[src/rtl/wb_arbiter_2_pkg.sv]
// rtl/wb_arbiter_2_pkg.sv - shared constants and types for the two-master Wishbone arbiter
package wb_arbiter_2_pkg;

    // Number of masters arbitrated by wb_arbiter_2.
    localparam int ARB_PORTS = 2;

    // Encoding of the ARB_TYPE_ROUND_ROBIN parameter.
    localparam int ARB_ROUND_ROBIN = 1;

    // One-hot grant vector, bit k = master k owns the slave.
    typedef logic [ARB_PORTS-1:0] grant_t;

endpackage

[src/rtl/wb_arbiter_2_arbiter.sv]
// rtl/wb_arbiter_2_arbiter.sv - generic N-port request-blocking arbiter with one-hot grant
//
// Purpose: registered one-hot grant. A grant is held for as long as its request
// stays high (no preemption). When the bus is released, the winner is chosen
// by fixed priority or round robin; the LSB option picks which end of the
// request vector wins ties.
//
// Ports:
//   clk    in   1       clock, all state on rising edge
//   rst    in   1       synchronous active-high reset
//   req    in   PORTS   request vector, bit k = port k wants the bus
//   grant  out  PORTS   registered one-hot grant, all zero when idle
module wb_arbiter_2_arbiter
    import wb_arbiter_2_pkg::*;
#(
    parameter int PORTS                 = 2,
    parameter int ARB_TYPE_ROUND_ROBIN  = 0,
    parameter int ARB_LSB_HIGH_PRIORITY = 1
) (
    input  logic             clk,
    input  logic             rst,
    input  logic [PORTS-1:0] req,
    output logic [PORTS-1:0] grant
);

    logic [PORTS-1:0] last_grant;
    logic [PORTS-1:0] rr_mask;
    logic [PORTS-1:0] cand;
    logic [PORTS-1:0] winner;
    logic             seen;
    logic             found;
    logic             hold;

    always_comb begin
        // rr_mask marks the ports that come after the last winner in the
        // priority order; they get first chance on the next arbitration.
        rr_mask = '0;
        seen    = 1'b0;
        if (ARB_LSB_HIGH_PRIORITY != 0) begin
            for (int i = 0; i < PORTS; i++) begin
                rr_mask[i] = seen;
                if (last_grant[i]) seen = 1'b1;
            end
        end else begin
            for (int i = PORTS - 1; i >= 0; i--) begin
                rr_mask[i] = seen;
                if (last_grant[i]) seen = 1'b1;
            end
        end

        // With no history, or nobody after the last winner requesting,
        // fall back to the plain priority order.
        cand = req;
        if (ARB_TYPE_ROUND_ROBIN == ARB_ROUND_ROBIN && last_grant != '0
                && (req & rr_mask) != '0) begin
            cand = req & rr_mask;
        end

        winner = '0;
        found  = 1'b0;
        if (ARB_LSB_HIGH_PRIORITY != 0) begin
            for (int i = 0; i < PORTS; i++) begin
                if (cand[i] && !found) begin
                    winner[i] = 1'b1;
                    found     = 1'b1;
                end
            end
        end else begin
            for (int i = PORTS - 1; i >= 0; i--) begin
                if (cand[i] && !found) begin
                    winner[i] = 1'b1;
                    found     = 1'b1;
                end
            end
        end

        // Owner still requesting: the bus stays locked to it.
        hold = |(grant & req);
    end

    always_ff @(posedge clk) begin
        if (rst) begin
            grant      <= '0;
            last_grant <= '0;
        end else if (!hold) begin
            grant <= winner;
            if (|req) last_grant <= winner;
        end
    end

endmodule

[src/rtl/wb_arbiter_2.sv]
// rtl/wb_arbiter_2.sv - two-master, one-slave Wishbone classic bus arbiter
//
// Purpose: grants the shared slave to one master per CYC, muxes the owner's
// request onto the slave port and routes slave responses back to the owner only.
//
// Ports:
//   clk, rst                    clock and synchronous active-high reset
//   wbmN_adr/dat/we/sel/stb/cyc_i  master N request (N = 0,1)
//   wbmN_dat/ack/err/rty_o         response to master N
//   wbs_adr/dat/we/sel/stb/cyc_o   request to the slave
//   wbs_dat/ack/err/rty_i          slave response
module wb_arbiter_2
    import wb_arbiter_2_pkg::*;
#(
    parameter int DATA_WIDTH            = 32,
    parameter int ADDR_WIDTH            = 32,
    parameter int SELECT_WIDTH          = DATA_WIDTH / 8,
    parameter int ARB_TYPE_ROUND_ROBIN  = 0,
    parameter int ARB_LSB_HIGH_PRIORITY = 1
) (
    input  logic                    clk,
    input  logic                    rst,

    input  logic [ADDR_WIDTH-1:0]   wbm0_adr_i,
    input  logic [DATA_WIDTH-1:0]   wbm0_dat_i,
    output logic [DATA_WIDTH-1:0]   wbm0_dat_o,
    input  logic                    wbm0_we_i,
    input  logic [SELECT_WIDTH-1:0] wbm0_sel_i,
    input  logic                    wbm0_stb_i,
    output logic                    wbm0_ack_o,
    output logic                    wbm0_err_o,
    output logic                    wbm0_rty_o,
    input  logic                    wbm0_cyc_i,

    input  logic [ADDR_WIDTH-1:0]   wbm1_adr_i,
    input  logic [DATA_WIDTH-1:0]   wbm1_dat_i,
    output logic [DATA_WIDTH-1:0]   wbm1_dat_o,
    input  logic                    wbm1_we_i,
    input  logic [SELECT_WIDTH-1:0] wbm1_sel_i,
    input  logic                    wbm1_stb_i,
    output logic                    wbm1_ack_o,
    output logic                    wbm1_err_o,
    output logic                    wbm1_rty_o,
    input  logic                    wbm1_cyc_i,

    output logic [ADDR_WIDTH-1:0]   wbs_adr_o,
    input  logic [DATA_WIDTH-1:0]   wbs_dat_i,
    output logic [DATA_WIDTH-1:0]   wbs_dat_o,
    output logic                    wbs_we_o,
    output logic [SELECT_WIDTH-1:0] wbs_sel_o,
    output logic                    wbs_stb_o,
    input  logic                    wbs_ack_i,
    input  logic                    wbs_err_i,
    input  logic                    wbs_rty_i,
    output logic                    wbs_cyc_o
);

    grant_t grant;

    wb_arbiter_2_arbiter #(
        .PORTS                 (ARB_PORTS),
        .ARB_TYPE_ROUND_ROBIN  (ARB_TYPE_ROUND_ROBIN),
        .ARB_LSB_HIGH_PRIORITY (ARB_LSB_HIGH_PRIORITY)
    ) u_arbiter (
        .clk   (clk),
        .rst   (rst),
        .req   ({wbm1_cyc_i, wbm0_cyc_i}),
        .grant (grant)
    );

    // CYC/STB are gated by the live master inputs so the slave sees the
    // owner release the bus in the same cycle it drops CYC.
    always_comb begin
        wbs_adr_o = '0;
        wbs_dat_o = '0;
        wbs_we_o  = 1'b0;
        wbs_sel_o = '0;
        wbs_stb_o = 1'b0;
        wbs_cyc_o = 1'b0;
        if (grant[0]) begin
            wbs_adr_o = wbm0_adr_i;
            wbs_dat_o = wbm0_dat_i;
            wbs_we_o  = wbm0_we_i;
            wbs_sel_o = wbm0_sel_i;
            wbs_stb_o = wbm0_stb_i;
            wbs_cyc_o = wbm0_cyc_i;
        end else if (grant[1]) begin
            wbs_adr_o = wbm1_adr_i;
            wbs_dat_o = wbm1_dat_i;
            wbs_we_o  = wbm1_we_i;
            wbs_sel_o = wbm1_sel_i;
            wbs_stb_o = wbm1_stb_i;
            wbs_cyc_o = wbm1_cyc_i;
        end
    end

    assign wbm0_dat_o = wbs_dat_i;
    assign wbm1_dat_o = wbs_dat_i;

    assign wbm0_ack_o = wbs_ack_i & grant[0];
    assign wbm0_err_o = wbs_err_i & grant[0];
    assign wbm0_rty_o = wbs_rty_i & grant[0];
    assign wbm1_ack_o = wbs_ack_i & grant[1];
    assign wbm1_err_o = wbs_err_i & grant[1];
    assign wbm1_rty_o = wbs_rty_i & grant[1];

endmodule

[config.mk]
export PLATFORM = sky130hd
export DESIGN_NAME = wb_arbiter_2
export DESIGN_NICKNAME = d
export VERILOG_FILES = /design/src/rtl/wb_arbiter_2_pkg.sv /design/src/rtl/wb_arbiter_2_arbiter.sv /design/src/rtl/wb_arbiter_2.sv
export SDC_FILE = /design/constraint.sdc
export NUM_CORES = 1
export LEC_CHECK = 0
export ABC_AREA = 1
export BUFFER_PORTS_ARGS = -buffer_cell sky130_fd_sc_hd__buf_2
export CAP_MARGIN = 20
export CORE_AREA = 2 2 124 126
export CTS_CLUSTER_DIAMETER = 60
export DETAILED_ROUTE_END_ITERATION = 12
export DIE_AREA = 0 0 126 128
export PLACE_DENSITY_LB_ADDON = 0.1
export SLEW_MARGIN = 10
export SYNTH_ARGS = -nofsm -noshare
export SYNTH_HDL_FRONTEND = slang
export SYNTH_HIERARCHICAL = 1
export SYNTH_SLANG_ARGS = --single-unit
[constraint.sdc]
create_clock -name clk -period 2.4 [get_ports clk]
set_input_delay 0.24 -clock clk [delete_from_list [all_inputs] [get_ports clk]]
set_output_delay 0.24 -clock clk [all_outputs]
set_load 0.01 [all_outputs]
== Word-level counts from Yosys, hierarchy flattened ==
Cells that the tools add are included.

* Output and inout port bits: 141
* Logic and storage cells: 25
* Bits in registers: 2

* Reduce and logical (&&, ||, !) cells: 3
* Mux-type cells: 14
* Bitwise operators: 7

{| class="wikitable"
|+ Operators by type and width
! operator !! count
|-
| $mux W32 || 4
|-
| $mux W1 || 8
|-
| $mux W4 || 2
|-
| $and A1 B1 Y1 || 6
|-
| $and A2 B2 Y2 || 1
|-
| $reduce_or A2 Y1 || 1
|-
| $logic_and A1 B1 Y1 || 1
|-
| $logic_not A1 Y1 || 1
|}

== Logic depth before layout (Yosys ltp) ==
* Word-level depth: 4
* Depth in mapped cells: 4

== Modules after synthesis ==
Netlist, hierarchy kept.

{| class="wikitable"
|+ Modules (own cells, without submodules)
! module !! cells an instance !! instances !! area an instance (um2) !! seq. area each (um2)
|-
| wb_arbiter_2 || 313 || 1 || 1594.0 || 0.0
|-
| wb_arbiter_2_arbiter || 12 || 1 || 82.6 || 40.0
|}

== Worst setup path before layout ==
No wires, ideal clock.

* Kind: register to output
* From: register u_arbiter.grant[1]
* To: output wbs_adr_o[0]
* Setup slack: 1.324 ns
* Cell stages (with the launch flop): 5
* Required time: 2.160 ns
* Buffers on the path: 2
* Arrival: 0.836 ns
* Cells stage by stage: dfxtp_1 > buf_4 > buf_4 > nand3_1 > nand2_1

* Cells in the longest elaborated chain, start to end: 2

{| class="wikitable"
|+ Ends and longest elaborated chain
! what !! RTL line !! text
|-
| from (decl) || wb_arbiter_2_arbiter.sv:23 || <nowiki>output logic [PORTS-1:0] grant</nowiki>
|-
| from (signal assigned) || wb_arbiter_2_arbiter.sv:86 || <nowiki>grant <= winner;</nowiki>
|-
| $mux W32 || wb_arbiter_2.sv:87 || <nowiki>end else if (grant[1]) begin</nowiki>
|-
| $mux W32 || wb_arbiter_2.sv:80 || <nowiki>if (grant[0]) begin</nowiki>
|-
| to (decl) || wb_arbiter_2.sv:46 || <nowiki>output logic [ADDR_WIDTH-1:0] wbs_adr_o,</nowiki>
|}

No other way between the ends.

== Worst setup path after layout ==
* From: register u_arbiter.grant[0]
* To: output wbs_cyc_o

* Cells in the longest elaborated chain, start to end: 1

{| class="wikitable"
|+ Ends and longest elaborated chain
! what !! RTL line !! text
|-
| $mux W1 || wb_arbiter_2.sv:80 ||
|-
| to (decl) || wb_arbiter_2.sv:55 || <nowiki>output logic wbs_cyc_o</nowiki>
|}

No other way between the ends.

==> results.py <==
metrics = {
    "global_route": {
        "antenna_found_initial": 0,
        "grt_pass1_wl_um": 11000,
        "grt_max_degree": 77,
        "grt_pass1_vias": 2288,
        "grt_use_total_pct": 8.36,
        "grt_overflow": 0,
    },
    "logic_synthesis": {
        "yosysTopAreaCell": "nand2_1",
        "syn_inst": 325,
        "syn_area_per_cell_sq_um": 5.16,
        "ys_types": 11,
        "synth_seq_cells": 2,
        "netlist_top_cells_area": "nand2_1 33%, buf_4 32%, nand3_1 21%, buf_6 4.7%, buf_2 2.7%",
        "seq_area_frac_synth_pct": 2.39,
        "synth_nets": 504,
        "synth_top_cell_area_share_pct": 33.4,
        "synthesis.area_sq_um": 1680,
        "yosys_warnings": 6,
    },
    "routing": {
        "routed_wirelength_um": 7380,
        "vias": 2457,
        "antenna_left": 0,
        "drc_errors": 0,
        "avgViaCountPerCell": 3.75,
        "wl_per_cell_um": 11.3,
        "dr.pass1.iters": 4,
        "drt_iter0_drc": 68,
    },
    "critical_path": {
        "critPathRequiredTime_ps": 2160,
        "critical_path_class": "reg2out",
        "crit_path_end_kind": "output pin",
        "r2r_start": "u_arbiter/grant[0]",
        "start_kind": "flop",
        "crit_path_start": "u_arbiter/grant[0]",
        "cp_data_arrival_time_ps": 1370,
        "crit_fanout": 61,
    },
    "cells_and_area": {
        "top_register": "u_arbiter/grant",
        "drive_above_1_share_pct": 49.8,
        "n_fill_cell": 1785,
        "final_cells": 656,
        "num_antenna_cells": 0,
        "nNetsFinal": 649,
        "top_regs": "u_arbiter/grant (2)",
        "fin_area_sq_um": 2500,
        "syn_to_final_growth_pct": 49.3,
        "largest_register_ffs": 2,
    },
    "place": {
        "hpwl_um": 5840,
        "gp_congestion": 0.755,
        "dpl.cell_count": 653,
        "port_buffers": 223,
        "dpl_cell_area_sq_um": 2430,
    },
    "timing": {
        "fmax_mhz": 623,
        "period_needed_ps": 1610,
        "worstMarginPinSlew_ps": 473,
        "tns_ps": 0,
        "hold_viol_final": 0,
        "fin_crit_sh_pct": 66.9,
        "skew_ps": 0.806,
        "rsz0062_at_grt": "false",
        "drv_slew": 0,
        "slew_headroom_pct": 68.5,
        "setup_violations": 0,
    },
    "cts": {
        "clk_latency_ps": 220,
        "clk_path_buf_depth": 2,
        "cts_tree": "built",
        "htreeDepth": 1,
        "cts_made_buffers": 3,
        "ctsResizeCount": 0,
        "postCtsSetupBuffers": 0,
        "cts_sinks": 2,
        "clk_pin_slew_ps": 30,
        "holdBufCountCts": 0,
        "cts_root_buf": "clkbuf_16",
    },
    "floorplan": {
        "ios": 320,
        "dieArea_sq_um": 16100,
        "die_h_um": 128,
        "rows": 45,
        "initial_core_util_pct": 11.3,
        "dieWidth_um": 126,
        "core_sq_um": 14900,
    },
    "power_and_ir_drop": {
        "power.density_nw_per_um2": 285,
        "clkPwrFrac_pct": 35.1,
        "leakage_uw": 0.00172,
        "switching_power_uw": 271,
        "pwr-share-comb_pct": 59.5,
        "ir_worst_vdd_mv": 0.152,
        "swShare_pct": 37.9,
        "p_int_uw": 443,
        "sequentialPowerShare_pct": 5.3,
    },
    "worst_hold_path": {
        "min_path_type": "in2reg",
        "hold_path_startpoint": "rst",
    },
    "outcome": {
        "outcome": "finished clean",
    },
    "flow_run": {
        "max_cap_violations": 0,
    },
}
[synth_stat cells]
master,count
a21oi_1,2
buf_2,9
buf_4,71
buf_6,7
dfxtp_1,2
inv_1,9
inv_2,1
nand2_1,149
nand3_1,72
nor2_1,2
o21ai_1,1
[cells by family (layout without fill, tap and decap cells)]
family / after synthesis / count (layout) / share of synthesized area (%)
AND/OR/NAND/NOR: 223 / 223 / 55.3
buffers and inverters: 97 / 240 / 41.4
AO/OA/AOI/OAI: 3 / 3 / 0.895
flip-flops: 2 / 2 / 2.39
[critical path, stage by stage, from the launching register on]
cell and delay (ps):
dfxtp_2 320, inv_2 170, buf_12 300, nand3_1 100, nand2_1 100, buf_2 130
[power by group through the flow]
stage                     Clock, uW  Combinational (uW)  Sequential, uW
after floorplan                   0                 322            38.4
after global placement            0                 439            38.3
after detailed placement          0                 433            38.3
after CTS                       257                 435            37.9
after global routing            258                 479            38.0
final                           251                 425            37.9
[metal layers]
layer	wire [um]	GRT usage, %	share of wire [%]	vias up
met5	0	0	0	-
met3	770	2.05	10	20
met4	167	3.75	2.3	0
met1	2370	7.44	32	1041
met2	4080	17.4	55	156
li1	-	-	-	1240
[cells in the final DEF, fill, tap and decap left out]
cell	count
a21oi_1	2
buf_12	2
buf_2	223
buf_4	2
clkbuf_16	3
dfxtp_2	2
inv_1	9
inv_2	1
nand2_1	149
nand3_1	72
nor2_1	2
o21ai_1	1
[stage by stage]
stage          utilization (%)  power (uW)  hold WS, ps  setup slack, ps
2_1_floorplan                -         360          372             1320
3_3_place_gp              16.3         477          480             1020
3_5_place_dp              16.3         471          480              990
4_1_cts                   16.8         730          297              752
5_1_grt                   16.8         775          322              661
6_report                  16.8         714          292              795
[area by class of cell]
| cell class | instances | area (sq um) | share of cell area (%) |
|---|---|---|---|
| clock buffers | 3 | 75.1 | 3.00 |
| inverters | 10 | 37.5 | 1.50 |
| multi-input cells | 226 | 942 | 37.6 |
| flip-flops and latches | 2 | 42.5 | 1.70 |
| well taps | 188 | 235 | 9.40 |
| repair buffers | 227 | 1170 | 46.8 |
[final timing paths]
kind / to / slack [ps] / cells past startpoint
setup reg to reg: u_arbiter/grant[0] / 1280 / 5
setup / recovery: wbs_cyc_o / 790 / 5
hold / removal: u_arbiter/grant[1] / 290 / 4
hold reg to reg: u_arbiter/grant[1] / 840 / 3
No activity file was read; power rests on OpenSTA's default activity.
